**src/rtl/fir_result_reporter.sv**
```systemverilog
// fir_result_reporter
//   Turns each sample of the FIR Y stream into a framed marker sequence on a
//   GPIO field: START_MARK, then per sample SEP_CODE followed by the data word,
//   then END_MARK. Every code is held for HOLD cycles, so a slow observer can
//   capture FIR results without help from the management core.
//
// Ports
//   wb_clk_i   clock
//   wb_rst_i   asynchronous, active-high reset
//   start      one-cycle pulse; begins a frame (accepted in IDLE or END only)
//   frame_len  samples expected in the frame, sampled on an accepted start (0 = 1024)
//   s_tvalid   stream valid from FIR
//   s_tdata    signed FIR output sample
//   s_tlast    last sample of frame
//   s_tready   high only while waiting for the next sample
//   io_out     result code field (mprj_io[31:16])
//   io_oeb     active-low output enable for the same pads
//   busy       frame in progress
//   done       one-cycle pulse on entry to END
//   len_err    sticky; tlast position disagreed with frame_len
//   sep_hit    sticky; an emitted data word equalled SEP_CODE
module fir_result_reporter #(
    parameter int                DATA_W     = 32,
    parameter int                OUT_W      = 16,
    parameter int                HOLD       = 4,
    parameter logic [OUT_W-1:0]  START_MARK = 16'hAB40,
    parameter logic [OUT_W-1:0]  END_MARK   = 16'hAB51,
    parameter logic [OUT_W-1:0]  SEP_CODE   = 16'hFFFF,
    parameter bit                SATURATE   = 1'b1
) (
    input  logic              wb_clk_i,
    input  logic              wb_rst_i,
    input  logic              start,
    input  logic [9:0]        frame_len,
    input  logic              s_tvalid,
    input  logic [DATA_W-1:0] s_tdata,
    input  logic              s_tlast,
    output logic              s_tready,
    output logic [OUT_W-1:0]  io_out,
    output logic [OUT_W-1:0]  io_oeb,
    output logic              busy,
    output logic              done,
    output logic              len_err,
    output logic              sep_hit
);

    typedef enum logic [2:0] {ST_IDLE, ST_STMK, ST_WAIT, ST_SEP, ST_DATA, ST_END} state_t;

    localparam int HW = (HOLD > 1) ? $clog2(HOLD) : 1;

    state_t            state, state_nx;
    logic [HW-1:0]     hold_cnt;
    logic [9:0]        smp_cnt;
    logic [9:0]        len_q;
    logic [OUT_W-1:0]  data_q;
    logic              last_q;

    logic              hold_done;
    logic              hs;
    logic              start_acc;
    logic [9:0]        cnt_inc;
    logic              hit_len;
    logic [OUT_W-1:0]  conv;

    assign hold_done = (hold_cnt == HW'(HOLD - 1));
    assign s_tready  = (state == ST_WAIT);
    assign busy      = (state == ST_STMK) || (state == ST_WAIT) ||
                       (state == ST_SEP)  || (state == ST_DATA);
    assign hs        = s_tvalid && s_tready;
    assign start_acc = start && ((state == ST_IDLE) || (state == ST_END));
    // 10-bit wrap makes frame_len = 0 terminate on the 1024th sample.
    assign cnt_inc   = smp_cnt + 10'd1;
    assign hit_len   = (cnt_inc == len_q);

    generate
        if (SATURATE) begin : g_sat
            localparam logic signed [DATA_W-1:0] MAX_V = DATA_W'((1 << (OUT_W - 1)) - 1);
            localparam logic signed [DATA_W-1:0] MIN_V = ~MAX_V;
            always_comb begin
                conv = s_tdata[OUT_W-1:0];
                if ($signed(s_tdata) > MAX_V)
                    conv = {1'b0, {(OUT_W-1){1'b1}}};
                else if ($signed(s_tdata) < MIN_V)
                    conv = {1'b1, {(OUT_W-1){1'b0}}};
            end
        end else begin : g_trunc
            assign conv = s_tdata[OUT_W-1:0];
        end
    endgenerate

    always_comb begin
        state_nx = state;
        case (state)
            ST_IDLE: if (start)     state_nx = ST_STMK;
            ST_STMK: if (hold_done) state_nx = ST_WAIT;
            ST_WAIT: if (s_tvalid)  state_nx = ST_SEP;
            ST_SEP:  if (hold_done) state_nx = ST_DATA;
            ST_DATA: if (hold_done) state_nx = last_q ? ST_END : ST_WAIT;
            ST_END:  if (start)     state_nx = ST_STMK;
            default:                state_nx = ST_IDLE;
        endcase
    end

    always_ff @(posedge wb_clk_i or posedge wb_rst_i) begin
        if (wb_rst_i) begin
            state    <= ST_IDLE;
            hold_cnt <= '0;
            smp_cnt  <= '0;
            len_q    <= '0;
            data_q   <= '0;
            last_q   <= 1'b0;
            io_out   <= '0;
            io_oeb   <= '1;
            done     <= 1'b0;
            len_err  <= 1'b0;
            sep_hit  <= 1'b0;
        end else begin
            state <= state_nx;
            done  <= (state_nx == ST_END) && (state != ST_END);

            if (state_nx != state)
                hold_cnt <= '0;
            else if ((state == ST_STMK) || (state == ST_SEP) || (state == ST_DATA))
                hold_cnt <= hold_cnt + 1'b1;

            // Pads stay enabled from the first accepted start until reset.
            if (start_acc) begin
                io_oeb  <= '0;
                len_q   <= frame_len;
                smp_cnt <= '0;
                len_err <= 1'b0;
                sep_hit <= 1'b0;
            end

            if (hs) begin
                data_q  <= conv;
                smp_cnt <= cnt_inc;
                // Either terminator ends the frame; disagreement is flagged.
                last_q  <= s_tlast || hit_len;
                if (s_tlast != hit_len)
                    len_err <= 1'b1;
            end

            // The word goes out unchanged; the flag lets the observer
            // resolve the separator/data ambiguity.
            if ((state == ST_SEP) && hold_done && (data_q == SEP_CODE))
                sep_hit <= 1'b1;

            // Registered output: the code selected by the current state
            // appears one cycle after the state is entered.
            case (state)
                ST_IDLE: io_out <= '0;
                ST_STMK: io_out <= START_MARK;
                ST_SEP:  io_out <= SEP_CODE;
                ST_DATA: io_out <= data_q;
                ST_END:  io_out <= END_MARK;
                default: io_out <= io_out;
            endcase
        end
    end

endmodule
```
**config.mk**
```make
export PLATFORM = sky130hd
export DESIGN_NAME = fir_result_reporter
export DESIGN_NICKNAME = d
export VERILOG_FILES = /design/src/rtl/fir_result_reporter.sv
export SDC_FILE = /design/constraint.sdc
export NUM_CORES = 1
export LEC_CHECK = 0
export BUFFER_PORTS_ARGS = -buffer_cell sky130_fd_sc_hd__buf_2
export CAP_MARGIN = 20
export CORE_MARGIN = 2
export CORE_UTILIZATION = 35
export DETAILED_ROUTE_END_ITERATION = 10
export PLACE_DENSITY = 0.69
export SLEW_MARGIN = 0
export SYNTH_ARGS = -nofsm -noshare
export SYNTH_HDL_FRONTEND = slang
export SYNTH_SLANG_ARGS = --single-unit
```
**constraint.sdc**
```tcl
create_clock -name wb_clk_i -period 2 [get_ports wb_clk_i]
set_input_delay 0.2 -clock wb_clk_i [delete_from_list [all_inputs] [get_ports wb_clk_i]]
set_output_delay 0.2 -clock wb_clk_i [all_outputs]
set_load 0.005 [all_outputs]
```
==> impl_metrics.env, run 1 <==
export IMPL_status="complete, no violations"
export IMPL_routedWlPerCell_um=14.24
export IMPL_antenna_found_initial=0
export IMPL_hold_depth=2
export IMPL_h_tree_depth=3
export IMPL_drive_above_1_share_pct=33.10
export IMPL_antenna_cells=0
export IMPL_ios=84
export IMPL_seq_area_frac_synth_pct=47.95
export IMPL_grt_pass1_wl_um=12540
export IMPL_first_pass_iters=4
export IMPL_drt_iter0_drc=224
export IMPL_synth_cell_types=50
export IMPL_grtUsageMet1_pct=22.25
export IMPL_rr_worst_depth=7
export IMPL_post_place_ws_ns=0.01463
export IMPL_stdcell_count=534
export IMPL_slew_headroom_pct=62.96
export IMPL_p_sw_mw=1.943
export IMPL_pwr_share_comb_pct=36.3
export IMPL_critical_path_required_ns=2.22
export IMPL_max_cap_viol_count=0
export IMPL_path_cells="and3_1, a31o_2, a222oi_1, o2111ai_1, ha_1, nand2_1, o21ai_0"
export IMPL_yosysWarnings=0
export IMPL_crit_slowest_cell="dfrtp_2"
export IMPL_vias=2804
export IMPL_fmax_mhz=525.6
export IMPL_max_slew_worst_pin_slew_ns=0.5556
export IMPL_synthCells=343
export IMPL_crit_fanout=8
export IMPL_finalCritPeriodShare_pct=95.12
export IMPL_seq_area_um2=1556
export IMPL_cts_root_buf="clkbuf_8"
export IMPL_area_growth_pct=22.26
export IMPL_netlist_area_leader_share_pct=47.14
export IMPL_fin_ws_ns=0.09753
export IMPL_die_area_um2=10040
export IMPL_critical_path_buf_inv_count=0
export IMPL_ant_nets=0
export IMPL_grt_use_met3_pct=2.925
export IMPL_start_util_pct=35.55
export IMPL_syn_area_um2=3238
export IMPL_wl_um=7606
export IMPL_syn_nets=394
export IMPL_crit_path_end_kind="flip-flop"
export IMPL_ys_top_cells_by_count="dfrtp_1 (61), nand2_1 (41), o21ai_0 (31), nor2_1 (24), a21oi_1 (21)"
export IMPL_clkSlewWorstSetupHoldPaths_ns=0.07
export IMPL_fillers=904
export IMPL_min_period_ns=1.902
export IMPL_via_per_inst=5.251
export IMPL_synthArstFlopShare_pct=100.0
export IMPL_port_buffers=83
export IMPL_power_density_nw_per_um2=1338
export IMPL_yosysTopAreaCell="dfrtp_1"
export IMPL_p_clk_share_pct=23.1
export IMPL_synth_edff_count=0
export IMPL_utilization_pct=43.46
export IMPL_grt_max_degree=43
export IMPL_cts_tree="done"
export IMPL_core_um2=9109
export IMPL_p_leak_nw=1.875
export IMPL_place_gp_congestion=0.9114
export IMPL_finalMaxSlewViolations=0
export IMPL_clock_sinks=62
export IMPL_crit_cells=7
export IMPL_criticalPathCategory="reg -> reg"
export IMPL_fin_nets=469
export IMPL_rsz0062_at_grt="yes"
export IMPL_report_final_setup_viol=0
export IMPL_first_global_vias=2657
export IMPL_yosys_most_used_dff="dfrtp_1"
export IMPL_place_inst=516
export IMPL_ctsLongestPathBuffers=2
export IMPL_pwr_share_seq_pct=40.6
export IMPL_dp_hpwl_um=5518
export IMPL_skew_ns=0.004795
export IMPL_die_w_um=100.2
export IMPL_overflow=0
export IMPL_fp_dieH_um=100.2
export IMPL_top_usage_layer="met2"
export IMPL_synth_avg_cell_area_um2=9.441
export IMPL_grt_usage_pct=15.75
export IMPL_synth_most_common_cell="dfrtp_1"
export IMPL_clkLatencyLatePin_ns=0.34
export IMPL_rows=35
export IMPL_holdCritPathClass="in -> reg"
export IMPL_peakVddDrop_v=0.0005127
export IMPL_hold_viol_final=0
export IMPL_multiInputGateArea_um2=1445
export IMPL_slowest_delay_ns=0.46
export IMPL_drcViolationCount=0
export IMPL_setup_tns_ns=0
export IMPL_synth_seq_cells=62
export IMPL_met2_usage_pct=23.80
export IMPL_p_int_mw=3.354
export IMPL_cts_buffers=9
export IMPL_synth_area_leaders="dfrtp_1 (47%), o21ai_0 (4.8%), nand2_1 (4.8%)"
export IMPL_cp_start_kind="flip-flop"
export IMPL_worstPathArrival_ns=2.12
export IMPL_p_sw_share_pct=36.68
export IMPL_critPathTopFamily="compound AO/OA/AOI/OAI gates"
routing by layer:
layer  part of all wire [%]  routed length (um)
met5                      0                   0
met4                    1.9                 142
met3                    6.6                 505
met2                     46                3484
met1                     46                3473
final cells by class:
| cell class | count | area share, % |
|---|---|---|
| inverter | 8 | 0.7585 |
| tap | 111 | 3.508 |
| clock buffer | 10 | 3.477 |
| multi-input combinational | 236 | 36.50 |
| sequential | 62 | 39.32 |
| timing repair buffer | 101 | 14.29 |
| clock inverter | 6 | 2.149 |
power groups by stage:
stage / Combinational [mW] / Sequential (mW) / Clock (mW)
final: 1.92 / 2.15 / 1.23
after global routing: 2.18 / 2.22 / 1.31
after CTS: 1.92 / 2.14 / 1.24
after detailed placement: 1.89 / 2.16 / 0
after global placement: 1.84 / 2.14 / 0
after floorplan: 1.40 / 2.04 / 0
cells in the final DEF, fill, tap and decap left out, drive strengths merged, types with 3 or more instances in the layout:
master	count
buf	100
dfrtp	61
o21ai	49
nand2	42
nor2	24
a21oi	21
nand4	12
mux2	10
xor2	10
clkbuf	10
nand3	8
inv	8
xnor2	7
nor2b	7
nor3	5
nor4	5
ha	4
and3	3
nor3b	3
sequential cells by signal, indices dropped and copies added, names as in the netlist:
name and count:
data_q 16, io_out 16, len_q 10, smp_cnt 10
state 3, hold_cnt 2, done 1, io_oeb 1
last_q 1, len_err 1, sep_hit 1
path summary, 6_finish.rpt:
kind | start | to | slack, ns
setup / recovery | smp_cnt[2] | len_err | 0.1
hold / removal | frame_len[2] | len_q[2] | 0.09
setup reg to reg | smp_cnt[2] | len_err | 0.1
hold reg to reg | io_out[8] | io_out[8] | 0.50
max in group asynchronous | wb_rst_i | io_out[0] | 0.99
min in group asynchronous | wb_rst_i | smp_cnt[8] | 0.42
metrics by stage:
stage          total power, mW  cell area (um2)  hold slack, ns
2_1_floorplan            3.434             3238          0.3516
3_3_place_gp             3.983             3702          0.2395
3_5_place_dp             4.054             3702          0.2459
4_1_cts                  5.300             3938         0.08628
5_1_grt                  5.710             3959         0.08968
6_report                 5.297             3959         0.09405
logic make-up after synthesis:
group | Yosys count | synth area share [%]
multiplexers | 12 | 4.096
XOR/XNOR | 17 | 4.598
buffers and inverters | 45 | 7.805
AO/OA/AOI/OAI | 88 | 15.61
AND/OR/NAND/NOR | 115 | 18.39
adder cells (fa/ha/maj) | 4 | 1.546
flip-flops | 62 | 47.95
repair_timing:
item	CTS	global route
setup buffers	0	1
hold buffers	1	0
pin swaps	0	2
hold endpoints to repair	19	0
endpoints found under the setup margin	1	1
gates resized for setup	1	4
Power figures use the tool's default switching activity.
==> inputs of run 2 (changes only) <==
CORE_MARGIN = unset   (was 2)
==> run 2 against run 1 <==
The run now ends with design-rule violations left; clock skew rose by 0.0019 ns; utilization rose by 0.67 points; flip-flop and latch count did not move; critical endpoint unchanged.
==> impl_metrics.env, run 2 (synthesis results as in run 1) <==
export IMPL_clkSlewWorstSetupHoldPaths_ns=0.07
export IMPL_p_leak_nw=1.866
export IMPL_antenna_found_initial=0
export IMPL_die_area_um2=9640
export IMPL_grt_max_degree=31
export IMPL_rows=34
export IMPL_grt_pass1_wl_um=12540
export IMPL_antenna_cells=0
export IMPL_skew_ns=0.006716
export IMPL_cts_root_buf="clkbuf_8"
export IMPL_cts_buffers=9
export IMPL_final_common_cell="buf_2"
export IMPL_setup_tns_ns=0
export IMPL_drt_iter0_drc=181
export IMPL_status="finished with violations"
export IMPL_area_growth_pct=20.60
export IMPL_hold_depth=2
export IMPL_routedWlPerCell_um=14.12
export IMPL_wl_um=7554
export IMPL_hold_viol_final=0
export IMPL_worstPathArrival_ns=2.15
export IMPL_ios=84
export IMPL_die_w_um=98.19
export IMPL_reg_top3="data_q: 16 flops, io_out: 16 flops"
export IMPL_min_period_ns=1.934
export IMPL_reg2reg_slack_ns=0.07
export IMPL_whs_endpoint="len_q[0]"
export IMPL_drive_above_1_share_pct=33.49
export IMPL_finalCritPeriodShare_pct=96.70
export IMPL_fp_dieH_um=98.19
export IMPL_holdCritPathClass="in -> reg"
export IMPL_r2r_end="len_err"
export IMPL_via_per_inst=5.153
export IMPL_postCtsSetupRepairBufs=0
export IMPL_ant_nets=0
export IMPL_rsz0062_at_grt="yes"
export IMPL_rr_startpoint="smp_cnt[3]"
export IMPL_cp_start_kind="flip-flop"
export IMPL_grt_usage_pct=16.44
export IMPL_hold_start="frame_len[0]"
export IMPL_ctsLongestPathBuffers=2
export IMPL_final_cell_mix="buf_2 (83), dfrtp_1 (58), nand2_1 (41)"
export IMPL_first_pass_iters=7
export IMPL_clkLatencyLatePin_ns=0.34
export IMPL_core_um2=8848
export IMPL_h_tree_depth=3
export IMPL_fin_hold_ws_ns=0.08690
export IMPL_place_gp_congestion=0.9260
export IMPL_cts_tree="done"
export IMPL_fin_nets=473
export IMPL_fmax_mhz=517.0
export IMPL_crit_fanout=8
export IMPL_power_density_nw_per_um2=1291
export IMPL_violations="design-rule violations"
export IMPL_criticalPathCategory="reg -> reg"
export IMPL_rr_worst_depth=7
export IMPL_first_global_vias=2645
export IMPL_crit_path_end_kind="flip-flop"
export IMPL_slew_headroom_pct=68.49
export IMPL_drcViolationCount=5
export IMPL_vias=2757
export IMPL_dp_hpwl_um=5645
export IMPL_port_buffers=83
export IMPL_overflow=0
export IMPL_finalMaxSlewViolations=0
export IMPL_max_slew_worst_pin_slew_ns=0.4718
export IMPL_max_cap_viol_count=0
export IMPL_clock_sinks=62
export IMPL_fillers=874
export IMPL_critical_path_required_ns=2.22
export IMPL_start_util_pct=36.60
export IMPL_peakVddDrop_v=0.0004363
export IMPL_report_final_setup_viol=0
## run 2: through the flow
step | utilization (%) | setup WS [ns] | area [um2] | cells | total power [mW]
final | 44.13 | 0.06592 | 3905 | 535 | 5.040
after detailed placement | 42.08 | 0.05124 | 3724 | 518 | 4.100
after CTS | 44.08 | 0.02347 | 3900 | 535 | 5.061
after floorplan | - | 0.06617 | 3238 | 343 | 3.434
after global routing | 44.13 | -0.09946 | 3905 | 535 | 5.433
after global placement | 42.08 | 0.1171 | 3724 | 518 | 4.035
## run 2: how the worst max path moves through the flow
stage | start | end | cells past startpoint
2_1_floorplan | smp_cnt[1] | len_err | 9
3_3_place_gp | smp_cnt[3] | len_err | 7
3_5_place_dp | smp_cnt[1] | len_err | 8
4_1_cts | smp_cnt[1] | len_err | 8
5_1_grt | smp_cnt[3] | len_err | 7
6_report | smp_cnt[3] | len_err | 7
## run 2: final cells by class
class	count	area, um2	area share (%)
Clock buffer	10	127.6	3.268
Clock inverter	6	38.79	0.9933
Tap cell	108	135.1	3.460
Multi-Input combinational cell	236	1434	36.72
Inverter	8	30.03	0.7690
Timing Repair Buffer	105	583.1	14.93
Sequential cell	62	1556	39.86
## run 2: what timing repair did
item,CTS,global route
resized for setup,0,5
endpoints found under the setup margin,0,4
hold buffers,1,0
endpoints found under the hold margin,17,0
## run 2: layer usage
metal	track usage, %	up-vias	wire length [um]
li1	-	1349	-
met1	23.15	1315	3601
met2	24.59	83	3441
met3	3.865	10	397
met4	6.200	0	113
met5	0	-	0
## run 2: worst max-delay path, cell delays in order (launching register included)
cell and delay (ns):
dfrtp_2 0.46, and3_1 0.23, a31o_2 0.26, a222oi_1 0.29, o2111ai_1 0.17, ha_1 0.29
nand2_1 0.05, o21ai_0 0.07
## run 2: power by group
part	internal, mW	switching, mW	total [mW]
Clock	0.444	0.499	0.943
Sequential	1.74	0.413	2.15
Combinational	0.908	1.04	1.95
==> inputs of run 3 (changes only) <==
BUFFER_PORTS_ARGS = unset   (was -buffer_cell sky130_fd_sc_hd__buf_2)
CTS_BUF_LIST = sky130_fd_sc_hd__clkbuf_16   (was unset)
DONT_BUFFER_PORTS = 1   (was unset)
PLACE_DENSITY = 0.61   (was 0.69)
==> run 3 against run 2 <==
The flow still finishes with violations (design-rule violations); largest cell class unchanged; die area unchanged; critical path depth did not move; final cell count fell by 16%; critical endpoint unchanged; non-clock buffer count is 83 lower; utilization decreased by 2.9 points; combinational power is 12% lower; maximum frequency increased by 3.4%.
==> impl_metrics.env, run 3 (synthesis results as in run 1) <==
export IMPL_status="finished with violations"
export IMPL_violations="design-rule violations"
export IMPL_finalMaxSlewViolations=0
export IMPL_ctsLongestPathBuffers=2
export IMPL_met2_length_um=3321
export IMPL_drive_above_1_share_pct=17.44
export IMPL_crit_slowest_cell="dfrtp_2"
export IMPL_grt_pass1_wl_um=12610
export IMPL_max_cap_viol_count=0
export IMPL_cp_start_kind="flip-flop"
export IMPL_die_area_um2=9640
export IMPL_fin_hold_ws_ns=0.01985
export IMPL_fmax_mhz=534.8
export IMPL_peakVddDrop_v=0.0004952
export IMPL_min_period_ns=1.870
export IMPL_place_area_um2=3333
export IMPL_skew_ns=0.007859
export IMPL_first_global_vias=2553
export IMPL_setup_tns_ns=0
export IMPL_vias=2431
export IMPL_critical_path_buf_inv_count=0
export IMPL_dr_wl_met3_um=518
export IMPL_hold_viol_final=0
export IMPL_fillers=857
export IMPL_h_tree_depth=3
export IMPL_antenna_cells=0
export IMPL_reg_top3="data_q: 16 flops, io_out: 16 flops"
export IMPL_ios=84
export IMPL_drcViolationCount=7
export IMPL_via_per_inst=5.378
export IMPL_crit_cells=7
export IMPL_dp_hpwl_um=5309
export IMPL_routedWlPerCell_um=16.11
export IMPL_final_common_cell="dfrtp_1"
export IMPL_crit_path_end_kind="flip-flop"
export IMPL_place_gp_congestion=0.8587
export IMPL_port_buffers=0
export IMPL_holdCritPathClass="in -> reg"
export IMPL_ant_nets=0
export IMPL_highest_signal_layer="met4"
export IMPL_crit_fanout=7
export IMPL_path_cells="and3_1, a31o_2, a222oi_1, o2111ai_1, ha_1, nand2_1, o21ai_0"
export IMPL_rsz0062_at_grt="no"
export IMPL_worstPathArrival_ns=2.07
export IMPL_die_w_um=98.19
export IMPL_rr_worst_depth=7
export IMPL_fp_dieH_um=98.19
export IMPL_fin_nets=390
export IMPL_critical_path_required_ns=2.20
export IMPL_stdcell_count=452
export IMPL_critPathTopFamily="compound AO/OA/AOI/OAI gates"
export IMPL_wl_met1_um=3358
export IMPL_power_density_nw_per_um2=1481
export IMPL_final_cell_mix="dfrtp_1 (58), nand2_1 (41), o21ai_0 (31)"
export IMPL_overflow=0
export IMPL_grt_usage_pct=16.63
export IMPL_criticalPathCategory="reg -> reg"
export IMPL_hold_depth=1
export IMPL_drt_iter0_drc=129
export IMPL_utilization_pct=41.25
export IMPL_area_growth_pct=12.71
export IMPL_seq_area_um2=1556
export IMPL_start_util_pct=36.60
export IMPL_reg2reg_slack_ns=0.13
export IMPL_multiInputGateArea_um2=1445
export IMPL_clkLatencyLatePin_ns=0.33
export IMPL_clock_sinks=62
export IMPL_first_pass_iters=7
export IMPL_final_cell_area_um2=3650
export IMPL_wl_um=7280
export IMPL_max_slew_worst_pin_slew_ns=0.5453
export IMPL_slowest_delay_ns=0.44
export IMPL_antenna_found_initial=0
export IMPL_core_um2=8848
export IMPL_slew_headroom_pct=63.60
export IMPL_p_leak_nw=1.576
export IMPL_place_inst=435
export IMPL_cts_buffers=9
export IMPL_rows=34
export IMPL_clkSlewWorstSetupHoldPaths_ns=0.05
export IMPL_grt_max_degree=41
export IMPL_cts_tree="done"
export IMPL_cts_root_buf="clkbuf_16"
export IMPL_report_final_setup_viol=0
export IMPL_finalCritPeriodShare_pct=93.49
run 3: changes by cell type in the layout (fill, tap and decap cells not counted), sizes merged:
cell / change
buf: -83
clkbuf: -1
clkinvlp: -1
inv: +2
bufinv: +1
clkinv: -1
run 3: worst paths after layout:
path | from | to
worst min-delay path | frame_len[3] | len_q[3]
max in group asynchronous | wb_rst_i | smp_cnt[2]
worst min register to register | data_q[10] | io_out[10]
worst max register to register | smp_cnt[2] | len_err
min in group asynchronous | wb_rst_i | len_q[1]
worst max-delay path | smp_cnt[2] | len_err
run 3: area by class of cell:
cell class / instances / area share (%)
clock inverters: 7 / 1.783
multi-input cells: 236 / 39.60
repair buffers: 22 / 5.279
clock buffers: 9 / 6.171
flip-flops and latches: 62 / 42.65
well taps: 108 / 3.702
inverters: 8 / 0.8228
run 3: repair_timing:
action	in CTS	in global routing
hold buffers	1	0
setup endpoints to repair	0	2
endpoints found under the hold margin	21	0
buffers inserted	0	0
gates resized for setup	0	5
run 3: metal layers:
metal / track usage (%) / up-vias
li1: - / 1181
met4: 6.544 / 0
met3: 5.369 / 5
met1: 21.74 / 1173
met5: 0 / -
met2: 25.62 / 72
run 3: power by group:
group	switching, mW	total, mW	internal (mW)
sequential	0.442	2.18	1.74
clock	0.555	1.51	0.956
combinational	0.934	1.71	0.777
total	1.93	5.40	3.47
run 3: per-stage QoR:
step	power, mW	worst slack [ns]
final	5.405	0.1302
after global routing	5.811	0.002296
after CTS	5.427	0.007063
after detailed placement	3.890	0.03132
after global placement	3.864	0.06231
after floorplan	3.434	0.06617
